[src/rtl/aes_bist_pkg.sv]
// aes_bist_pkg: shared constants and FSM state type for the AES BIST.
// No ports; imported by aes_bist and aes_bist_lfsr.
package aes_bist_pkg;

  localparam logic [127:0] BIST_LFSR_POLY = 128'h87;
  localparam logic [15:0]  BIST_IDX_NONE  = 16'hFFFF;

  typedef enum logic [2:0] {
    S_IDLE,
    S_LOAD,
    S_WAIT_ENC,
    S_WAIT_DEC,
    S_CHECK,
    S_DONE,
    S_ERROR
  } bist_state_t;

endpackage

[src/rtl/aes_bist_if.sv]
// aes_bist_if: BIST <-> cipher/inverse-cipher bundle.
// master = BIST (drives plaintext/enable), slave = cipher pair.
interface aes_bist_if;

  logic [127:0] enc_data_o;
  logic         enc_en_o;
  logic         enc_ready_i;
  logic [127:0] enc_data_i;
  logic         dec_ready_i;
  logic [127:0] dec_data_i;

  modport master (
    output enc_data_o, enc_en_o,
    input  enc_ready_i, enc_data_i,
    input  dec_ready_i, dec_data_i
  );

  modport slave (
    input  enc_data_o, enc_en_o,
    output enc_ready_i, enc_data_i,
    output dec_ready_i, dec_data_i
  );

endinterface

[src/rtl/aes_bist_lfsr.sv]
// aes_bist_lfsr: one Galois step, x^128+x^7+x^2+x+1, shift left.
// Ports: cur (current state), nxt (next state); purely combinational.
module aes_bist_lfsr
  import aes_bist_pkg::*;
(
  input  logic [127:0] cur,
  output logic [127:0] nxt
);

  assign nxt = {cur[126:0], 1'b0}
             ^ (cur[127] ? BIST_LFSR_POLY : '0);

endmodule

[src/rtl/aes_bist.sv]
// aes_bist: round-trip self-test of the AES cipher/inverse pair.
// Ports: clk, rst (async, active-low), start, cif (cipher bus), status.
module aes_bist
  import aes_bist_pkg::*;
#(
  parameter int           NVEC    = 4,
  parameter logic [127:0] SEED    =
    128'h00112233445566778899aabbccddeeff,
  parameter bit           KAT_EN  = 1'b1,
  parameter logic [127:0] KAT_CT  =
    128'h69c4e0d86a7b0430d8cdb78070b4c55a,
  parameter int           TIMEOUT = 256
) (
  input  logic        clk,
  input  logic        rst,
  input  logic        start,
  aes_bist_if.master  cif,
  output logic        busy_o,
  output logic        done_o,
  output logic        pass_o,
  output logic        kat_fail_o,
  output logic        timeout_o,
  output logic [15:0] fail_cnt_o,
  output logic [15:0] fail_idx_o,
  output logic [15:0] vec_cnt_o
);

  localparam int TW = $clog2(TIMEOUT + 1);

  bist_state_t    state, nxt;
  logic [127:0]   lfsr, lfsr_nxt;
  logic [127:0]   pt_q, dec_q;
  logic [TW-1:0]  timer;
  logic           tmo, last, go;

  aes_bist_lfsr u_lfsr (
    .cur (lfsr),
    .nxt (lfsr_nxt)
  );

  assign tmo  = (timer == TW'(TIMEOUT - 1));
  assign last = ({1'b0, vec_cnt_o} + 17'd1)
             == 17'(NVEC);
  assign go   = start & ((state == S_IDLE)
              | (state == S_DONE)
              | (state == S_ERROR));

  always_ff @(posedge clk or negedge rst) begin
    if (!rst) state <= S_IDLE;
    else      state <= nxt;
  end

  always_comb begin
    nxt = state;
    unique case (state)
      S_IDLE, S_DONE, S_ERROR:
        if (start) nxt = S_LOAD;
      S_LOAD:
        nxt = S_WAIT_ENC;
      S_WAIT_ENC:
        if (cif.enc_ready_i) nxt = S_WAIT_DEC;
        else if (tmo)        nxt = S_ERROR;
      S_WAIT_DEC:
        if (cif.dec_ready_i) nxt = S_CHECK;
        else if (tmo)        nxt = S_ERROR;
      S_CHECK:
        nxt = last ? S_DONE : S_LOAD;
      default:
        nxt = S_IDLE;
    endcase
  end

  always_ff @(posedge clk or negedge rst) begin
    if (!rst) begin
      lfsr       <= SEED;
      pt_q       <= '0;
      dec_q      <= '0;
      timer      <= '0;
      kat_fail_o <= 1'b0;
      timeout_o  <= 1'b0;
      fail_cnt_o <= '0;
      fail_idx_o <= BIST_IDX_NONE;
      vec_cnt_o  <= '0;
    end else begin
      // timer restarts on every wait-state entry
      if (state != nxt)
        timer <= '0;
      else if ((state == S_WAIT_ENC)
            || (state == S_WAIT_DEC))
        timer <= timer + 1'b1;

      if (go) begin
        lfsr       <= SEED;
        pt_q       <= SEED;
        kat_fail_o <= 1'b0;
        timeout_o  <= 1'b0;
        fail_cnt_o <= '0;
        fail_idx_o <= BIST_IDX_NONE;
        vec_cnt_o  <= '0;
      end

      if ((state == S_WAIT_ENC)
          && cif.enc_ready_i
          && KAT_EN
          && (vec_cnt_o == '0)
          && (cif.enc_data_i != KAT_CT))
        kat_fail_o <= 1'b1;

      if ((state == S_WAIT_DEC) && cif.dec_ready_i)
        dec_q <= cif.dec_data_i;

      if (nxt == S_ERROR && state != S_ERROR)
        timeout_o <= 1'b1;

      if (state == S_CHECK) begin
        if (dec_q != pt_q) begin
          if (fail_cnt_o != 16'hFFFF)
            fail_cnt_o <= fail_cnt_o + 1'b1;
          if (fail_idx_o == BIST_IDX_NONE)
            fail_idx_o <= vec_cnt_o;
        end
        vec_cnt_o <= vec_cnt_o + 1'b1;
        lfsr      <= lfsr_nxt;
        // plaintext changes only as the next LOAD begins
        if (!last) pt_q <= lfsr_nxt;
      end
    end
  end

  assign cif.enc_data_o = pt_q;
  assign cif.enc_en_o   = (state == S_LOAD);

  assign busy_o = (state == S_LOAD)
               || (state == S_WAIT_ENC)
               || (state == S_WAIT_DEC)
               || (state == S_CHECK);
  assign done_o = (state == S_DONE)
               || (state == S_ERROR);
  assign pass_o = (state == S_DONE)
               && (fail_cnt_o == '0)
               && !kat_fail_o;

endmodule

[src/flat_wrapper.sv]
// flat-port wrapper written by rule: the top's interface ports become plain ports
module aes_bist_flat import aes_bist_pkg::*;
#(
  parameter int           NVEC    = 4,
  parameter logic [127:0] SEED    =
    128'h00112233445566778899aabbccddeeff,
  parameter bit           KAT_EN  = 1'b1,
  parameter logic [127:0] KAT_CT  =
    128'h69c4e0d86a7b0430d8cdb78070b4c55a,
  parameter int           TIMEOUT = 256
)
  (clk, rst, start, busy_o, done_o, pass_o, kat_fail_o, timeout_o, fail_cnt_o, fail_idx_o, vec_cnt_o, cif_enc_data_o, cif_enc_en_o, cif_enc_ready_i, cif_enc_data_i, cif_dec_ready_i, cif_dec_data_i);
  aes_bist_if cif_i ();
  input  logic clk;
  input  logic rst;
  input  logic start;
  output logic busy_o;
  output logic done_o;
  output logic pass_o;
  output logic kat_fail_o;
  output logic timeout_o;
  output logic [15:0] fail_cnt_o;
  output logic [15:0] fail_idx_o;
  output logic [15:0] vec_cnt_o;
  output wire logic [$bits(cif_i.enc_data_o)-1:0] cif_enc_data_o;
  output wire logic [$bits(cif_i.enc_en_o)-1:0] cif_enc_en_o;
  input wire logic [$bits(cif_i.enc_ready_i)-1:0] cif_enc_ready_i;
  input wire logic [$bits(cif_i.enc_data_i)-1:0] cif_enc_data_i;
  input wire logic [$bits(cif_i.dec_ready_i)-1:0] cif_dec_ready_i;
  input wire logic [$bits(cif_i.dec_data_i)-1:0] cif_dec_data_i;
  assign cif_enc_data_o = cif_i.enc_data_o;
  assign cif_enc_en_o = cif_i.enc_en_o;
  assign cif_i.enc_ready_i = cif_enc_ready_i;
  assign cif_i.enc_data_i = cif_enc_data_i;
  assign cif_i.dec_ready_i = cif_dec_ready_i;
  assign cif_i.dec_data_i = cif_dec_data_i;
  aes_bist #(.NVEC(NVEC), .SEED(SEED), .KAT_EN(KAT_EN), .KAT_CT(KAT_CT), .TIMEOUT(TIMEOUT)) u_core (.clk(clk), .rst(rst), .start(start), .cif(cif_i), .busy_o(busy_o), .done_o(done_o), .pass_o(pass_o), .kat_fail_o(kat_fail_o), .timeout_o(timeout_o), .fail_cnt_o(fail_cnt_o), .fail_idx_o(fail_idx_o), .vec_cnt_o(vec_cnt_o));
endmodule
[config.mk]
export PLATFORM = sky130hd
export DESIGN_NAME = aes_bist_flat
export DESIGN_NICKNAME = d
export VERILOG_FILES = /design/src/rtl/aes_bist_pkg.sv /design/src/rtl/aes_bist_if.sv /design/src/rtl/aes_bist_lfsr.sv /design/src/rtl/aes_bist.sv /design/src/flat_wrapper.sv
export SDC_FILE = /design/constraint.sdc
export NUM_CORES = 1
export LEC_CHECK = 0
export CORE_ASPECT_RATIO = 1.5
export CORE_UTILIZATION = 55
export CTS_CLUSTER_DIAMETER = 100
export DETAILED_ROUTE_END_ITERATION = 8
export GPL_ROUTABILITY_DRIVEN = 0
export PLACE_DENSITY = 0.86
export SLEW_MARGIN = 20
export SYNTH_ARGS = -nofsm -noshare
export SYNTH_HDL_FRONTEND = slang
export SYNTH_SLANG_ARGS = --single-unit
[constraint.sdc]
create_clock -name clk -period 4.71 [get_ports clk]
set_input_delay 0.942 -clock clk [delete_from_list [all_inputs] [get_ports clk]]
set_output_delay 0.942 -clock clk [all_outputs]
set_load 0.1 [all_outputs]
==> results of run 1 <==
[metrics by stage]
stage	setup WS, ns	util (%)	area [sq um]	cells	hold WS [ns]
4_1_cts	0.928	72.9	26300	2912	0.471
5_1_grt	0.848	72.9	26300	2925	0.499
2_1_floorplan	0.355	-	20200	2016	0.471
6_report	0.920	72.9	26300	2926	0.426
3_5_place_dp	1.33	69.4	25000	2839	0.492
3_3_place_gp	1.48	69.4	25000	2839	0.472
[kinds of logic after synthesis]
kind of cell / after synthesis / share of synthesized area, %
mux: 134 / 7.46
flops: 446 / 55.8
simple gates: 770 / 16.9
xor+xnor: 136 / 5.91
fa+ha+maj: 8 / 0.484
buf+inv: 154 / 3.25
compound gates: 368 / 10.2
[cells in the mapped netlist (8+ instances only)]
master | n | share of area [%]
nand3_1 | 23 | 0.57
xnor2_1 | 124 | 5.4
a21oi_1 | 77 | 1.9
buf_2 | 11 | 0.27
nor4b_1 | 8 | 0.35
nor4_1 | 21 | 0.65
nand4_1 | 57 | 1.8
dfrtp_1 | 366 | 45
nor3_1 | 13 | 0.32
dfstp_2 | 80 | 10
nor2_1 | 230 | 4.3
clkbuf_1 | 100 | 1.9
and3_1 | 12 | 0.37
o22a_1 | 17 | 0.74
inv_1 | 30 | 0.56
nor2b_1 | 8 | 0.25
buf_6 | 8 | 0.45
nor4bb_1 | 9 | 0.45
xor2_1 | 12 | 0.52
nand2_1 | 357 | 6.6
o21ai_1 | 41 | 1.0
o21ai_0 | 186 | 4.6
mux2_2 | 130 | 7.3
[critical path: stages (launching register included)]
cell	delay [ns]
dfrtp_1	0.67
inv_1	0.27
nor3_1	0.19
clkdlybuf4s50_1	1.16
[cell type report]
cell class / instances / share of cell area (%)
multi-input cells: 1416 / 31.7
inverters: 30 / 0.428
well taps: 478 / 2.28
flip-flops and latches: 446 / 42.8
clock buffers: 61 / 4.34
clock inverters: 12 / 0.476
diodes: 13 / 0.124
repair buffers: 470 / 17.8
[per-layer routing]
metal | wire, microns | vias up | track usage [%] | share of wire, %
met2 | 33900 | 1003 | 61.5 | 47
met5 | 13 | - | 0 | 0.018
li1 | - | 7648 | - | -
met3 | 7510 | 308 | 12.8 | 11
met1 | 22700 | 8624 | 41.6 | 32
met4 | 7360 | 2 | 34.2 | 10
[state kept, by name, indices dropped and copies added, names as in the netlist]
| name | flops |
|---|---|
| u_core.timer | 9 |
| u_core.fail_idx_o | 16 |
| u_core.dec_q | 128 |
| u_core.state | 3 |
| u_core.cif.enc_data_o | 128 |
| u_core.kat_fail_o | 1 |
| u_core.vec_cnt_o | 16 |
| u_core.timeout_o | 1 |
| u_core.fail_cnt_o | 16 |
| u_core.lfsr | 128 |
[power by group through the flow]
| stage | Clock, W | Sequential [W] | Combinational, W |
|---|---|---|---|
| global placement | 0 | 0.00647 | 0.00845 |
| finish | 0.00325 | 0.00657 | 0.00875 |
| global route | 0.00341 | 0.00668 | 0.00907 |
| detailed placement | 0 | 0.00655 | 0.00860 |
| CTS | 0.00325 | 0.00651 | 0.00866 |
| floorplan | 0 | 0.00912 | 0.00310 |
[worst max path at each step]
| stage | startpoint | end | depth (start not counted) | slack, ns |
|---|---|---|---|---|
| CTS | u_core.state[0] | cif_enc_en_o | 3 | 0.93 |
| finish | u_core.state[0] | cif_enc_en_o | 3 | 0.92 |
| global placement | start | u_core.timer[7] | 8 | 1.48 |
| global route | u_core.state[0] | cif_enc_en_o | 3 | 0.85 |
| floorplan | u_core.fail_cnt_o[0] | pass_o | 4 | 0.36 |
| detailed placement | start | u_core.timer[5] | 8 | 1.33 |
==> results_dict.tcl, run 1 <==
set metrics [dict create \
    status "complete, no violations" \
    track_usage_pct 39.1 \
    htreeDepth 2 \
    r2r_end "u_core.fail_idx_o[10]" \
    finalCritPeriodShare_pct 80.5 \
    wl_per_cell_microns 24.4 \
    synth_edf_count 0 \
    synth.distinct_cells 60 \
    clk_path_buf_depth 3 \
    p_leak_nw 10.5 \
    hold_viol_final 0 \
    netSwitchingFraction_pct 47.8 \
    comb_power_share_pct 47.1 \
    hp-class "primary input to async pin" \
    tightest_slew_ns 1.16 \
    drive_gt1_share_pct 13.4 \
    tns_ns 0 \
    synthFlopType "dfrtp_1" \
    critPathArrivalTime_ns 2.85 \
    fin_crit_ns 3.79 \
    slew_viol_final 0 \
    cts_buffers 40 \
    rows 85 \
    vias_per_cell 6.01 \
    coreArea_sq_um 36100 \
    cts_setup_buffers 0 \
    dieWidth_microns 158 \
    crit_path_start_kind "flop" \
    reg2reg_setup_slack_ns 1.22 \
    initial_core_util_pct 55.9 \
    syn_area_sq_um 20200 \
    clockRootBuffer "clkbuf_16" \
    cap_viol_max_count 0 \
    ios 443 \
    reg2reg_from "u_core.cif.enc_data_o[91]" \
    power_w 0.0186 \
    slew_headroom_pct 22.2 \
    synth_cells 2016 \
    cp-end-kind "output pin" \
    fmax_ghz 0.264 \
    power-per-cell-area_nw_per_um2 706 \
    regArea_sq_um 11300 \
    multi_input_area_sq_um 8330 \
    grt_pass1_wl_microns 106000 \
    die_area_sq_um 37500 \
    grt_start_max_net_pins 107 \
    insertion_delay_ns 0.56 \
    switchingPower_w 0.00887 \
    syn_nets 2284 \
    ys_ff_latch 446 \
    peakVddDrop_uv 594 \
    area_delta_synth_final_pct 30.3 \
    fin_skew_ns 0.0246 \
    nets 2672 \
    critPathKind "flop to output pin" \
    post_cts_resize_count 0 \
    yosysWarningCount 0 \
    ys_seq_area_share_pct 55.8 \
    async_reset_ff_share_pct 100 \
    clock-sinks 446 \
    drtIter0Drc 1485 \
    totalWireLength_microns 71500 \
    mostFrequentLayoutCell "clkdlybuf4s50_1" \
    dpl.hpwl_microns 51400 \
    p_seq_share_pct 35.4 \
    rsz0062_at_grt "no" \
    pwr-share-clk_pct 17.5 \
    antenna_found_initial 13 \
    avgSynthCellArea_sq_um 10.0 \
    port_buffers 442 \
    internal_power_w 0.00969 \
    r2r_cells 7 \
    grt_overflow 0 \
    dieHeight_microns 237 \
    vias 17585 \
    drc 0 \
    critPathRequiredTime_ns 3.77 \
    grt_pass1_vias 17603 \
    fillCellCount 2400 \
    first_pass_iters 6 \
    final_cell_mix "clkdlybuf4s50_1, dfrtp_1, nand2_1" \
    cts_tree "yes" \
    clkTransAtPathRegs_ns 0.07 \
    critPathMaxFanout 13 \
    postCtsHoldBufs 0 \
    finalSetupViolations 0 \
    ant_nets 0 \
]
Power figures use the tool's default switching activity.
==> inputs of run 2 (changes only) <==
--- a/config.mk
+++ b/config.mk
@@ -6,11 +6,11 @@
 export NUM_CORES = 1
 export LEC_CHECK = 0
 export CORE_ASPECT_RATIO = 1.5
-export CORE_UTILIZATION = 55
+export CORE_UTILIZATION = 46
 export CTS_CLUSTER_DIAMETER = 100
 export DETAILED_ROUTE_END_ITERATION = 8
 export GPL_ROUTABILITY_DRIVEN = 0
-export PLACE_DENSITY = 0.86
+export PLACE_DENSITY = 0.77
 export SLEW_MARGIN = 20
 export SYNTH_ARGS = -nofsm -noshare
 export SYNTH_HDL_FRONTEND = slang
==> constraint.sdc (replaced) <==
create_clock -name clk -period 3.4 [get_ports clk]
set_input_delay 0.68 -clock clk [delete_from_list [all_inputs] [get_ports clk]]
set_output_delay 0.68 -clock clk [all_outputs]
set_load 0.1 [all_outputs]
==> run 2 against run 1 <==
Compared with the run above:
- the flow now finishes with violations (setup timing)
- critical path depth up 4
- via count down 2.0%
- global-route usage down 8.4 points
- flip-flop and latch count unchanged
- first-iteration DRC count up 11%
- wire length down 3.2%
- cell area up 0.49%
- setup slack worse by 0.94 ns
- clock skew down 0.0045 ns
- utilization down 12 points
- count of clock-buffer cells in the layout up 1
==> results_dict.tcl, run 2 (synthesized netlist as in run 1, its figures left out) <==
set metrics [dict create \
    finalCritPeriodShare_pct 101 \
    cts_buffers 42 \
    fillCellCount 3432 \
    postCtsHoldBufs 0 \
    dieHeight_microns 258 \
    worst_slack_ns -0.0248 \
    totalWireLength_microns 69200 \
    final_cell_mix "dfrtp_1, nand2_1, clkdlybuf4s50_1" \
    ant_nets 0 \
    post_cts_resize_count 0 \
    slew_headroom_pct 38.1 \
    finalSetupViolations 2 \
    crit_path_start_kind "flop" \
    clock-sinks 446 \
    violations "setup timing" \
    clk_path_buf_depth 3 \
    drc 0 \
    grt_pass1_wl_microns 104000 \
    critPathKind "flop to flop" \
    status "finished, violations left" \
    ios 443 \
    antenna_found_initial 5 \
    vias_per_cell 5.68 \
    tns_ns -0.0436 \
    utilization_pct 61.3 \
    cp-end-kind "flop" \
    dieWidth_microns 173 \
    rows 93 \
    critPathRequiredTime_ns 3.85 \
    htreeDepth 2 \
    reg2reg_setup_slack_ns -0.02 \
    port_buffers 442 \
    r2r_cells 7 \
    nets 2696 \
    grt_pass1_vias 17106 \
    first_pass_iters 7 \
    mostFrequentLayoutCell "dfrtp_1" \
    area_delta_synth_final_pct 30.9 \
    cts_tree "yes" \
    clockRootBuffer "clkbuf_16" \
    grt_overflow 0 \
    fin_skew_ns 0.0201 \
    grt_start_max_net_pins 92 \
    coreArea_sq_um 43100 \
    die_area_sq_um 44700 \
    p_leak_nw 10.9 \
    fmax_ghz 0.292 \
    drtIter0Drc 1654 \
    peakVddDrop_uv 653 \
    place_ws_ns 0.125 \
    vias 17236 \
    wl_per_cell_microns 22.8 \
    clkTransAtPathRegs_ns 0.07 \
    fin_crit_ns 3.42 \
    slew_viol_final 0 \
    cap_viol_max_count 0 \
    hold_viol_final 0 \
    hp-class "primary input to async pin" \
    tightest_slew_ns 0.925 \
    power-per-cell-area_nw_per_um2 977 \
    track_usage_pct 30.7 \
    cts_setup_buffers 0 \
    critPathMaxFanout 3 \
    insertion_delay_ns 0.58 \
    drive_gt1_share_pct 21.4 \
    dpl.hpwl_microns 51300 \
    rsz0062_at_grt "no" \
    initial_core_util_pct 46.8 \
    critPathArrivalTime_ns 3.88 \
]
[run 2: path summary, 6_finish.rpt]
check	start	endpoint
min	rst	u_core.dec_q[102]
min in group clk	u_core.lfsr[97]	u_core.cif.enc_data_o[98]
max reg2reg	u_core.cif.enc_data_o[116]	u_core.fail_cnt_o[1]
max	u_core.cif.enc_data_o[116]	u_core.fail_cnt_o[1]
min reg2reg	u_core.lfsr[97]	u_core.cif.enc_data_o[98]
max in group asynchronous	rst	u_core.fail_idx_o[13]
[run 2: critical path, stage by stage (launching register included)]
cell and delay, ns:
dfrtp_1 0.45, xnor2_1 0.33, nand4_1 0.43, nor4_1 0.78, nand2_1 0.15, or4_1 0.67
nand2_1 0.14, mux2_2 0.34
[run 2: power by group]
part	total (W)	leakage (nW)	internal, W	switching, W
Clock	0.00484	0.682	0.00271	0.00213
Sequential	0.00907	5.36	0.00730	0.00176
Combinational	0.0119	4.87	0.00362	0.00828
Total	0.0258	10.9	0.0136	0.0122
[run 2: area by class of cell]
cell class                 instances  area, sq um  share of cell area [%]
antenna                            5         12.5                  0.0474
clock buffer                      62         1240                    4.69
clock inverter                    16          166                   0.630
inverter                          30          113                   0.426
multi-input combinational       1416         8330                    31.5
sequential                       446        11300                    42.6
tap                              570          713                    2.70
timing repair buffer             492         4570                    17.3
[run 2: per-layer routing]
| metal | global-route usage, % | share of wire [%] | up-vias |
|---|---|---|---|
| met2 | 53.0 | 50 | 868 |
| met1 | 32.1 | 33 | 8462 |
| li1 | - | - | 7684 |
| met4 | 26.9 | 9.4 | 0 |
| met3 | 5.96 | 7.3 | 222 |
| met5 | 0 | 0 | - |
[run 2: stage by stage]
| stage | hold WS [ns] | area (sq um) | cells | total power (W) |
|---|---|---|---|---|
| 4_1_cts | 0.177 | 26400 | 3032 | 0.0258 |
| 2_1_floorplan | 0.384 | 20200 | 2016 | 0.0169 |
| 3_5_place_dp | 0.493 | 25000 | 2954 | 0.0209 |
| 6_report | 0.128 | 26400 | 3037 | 0.0258 |
| 3_3_place_gp | 0.481 | 25000 | 2954 | 0.0207 |
| 5_1_grt | 0.163 | 26400 | 3037 | 0.0268 |
==> inputs of run 3 (changes only) <==
--- a/config.mk
+++ b/config.mk
@@ -11,7 +11,7 @@
 export DETAILED_ROUTE_END_ITERATION = 8
 export GPL_ROUTABILITY_DRIVEN = 0
 export PLACE_DENSITY = 0.77
-export SLEW_MARGIN = 20
+export SLEW_MARGIN = 5
 export SYNTH_ARGS = -nofsm -noshare
 export SYNTH_HDL_FRONTEND = slang
 export SYNTH_SLANG_ARGS = --single-unit
==> results of run 3 <==
No change in the layout: final DEF, timing and power equal those of run 2.
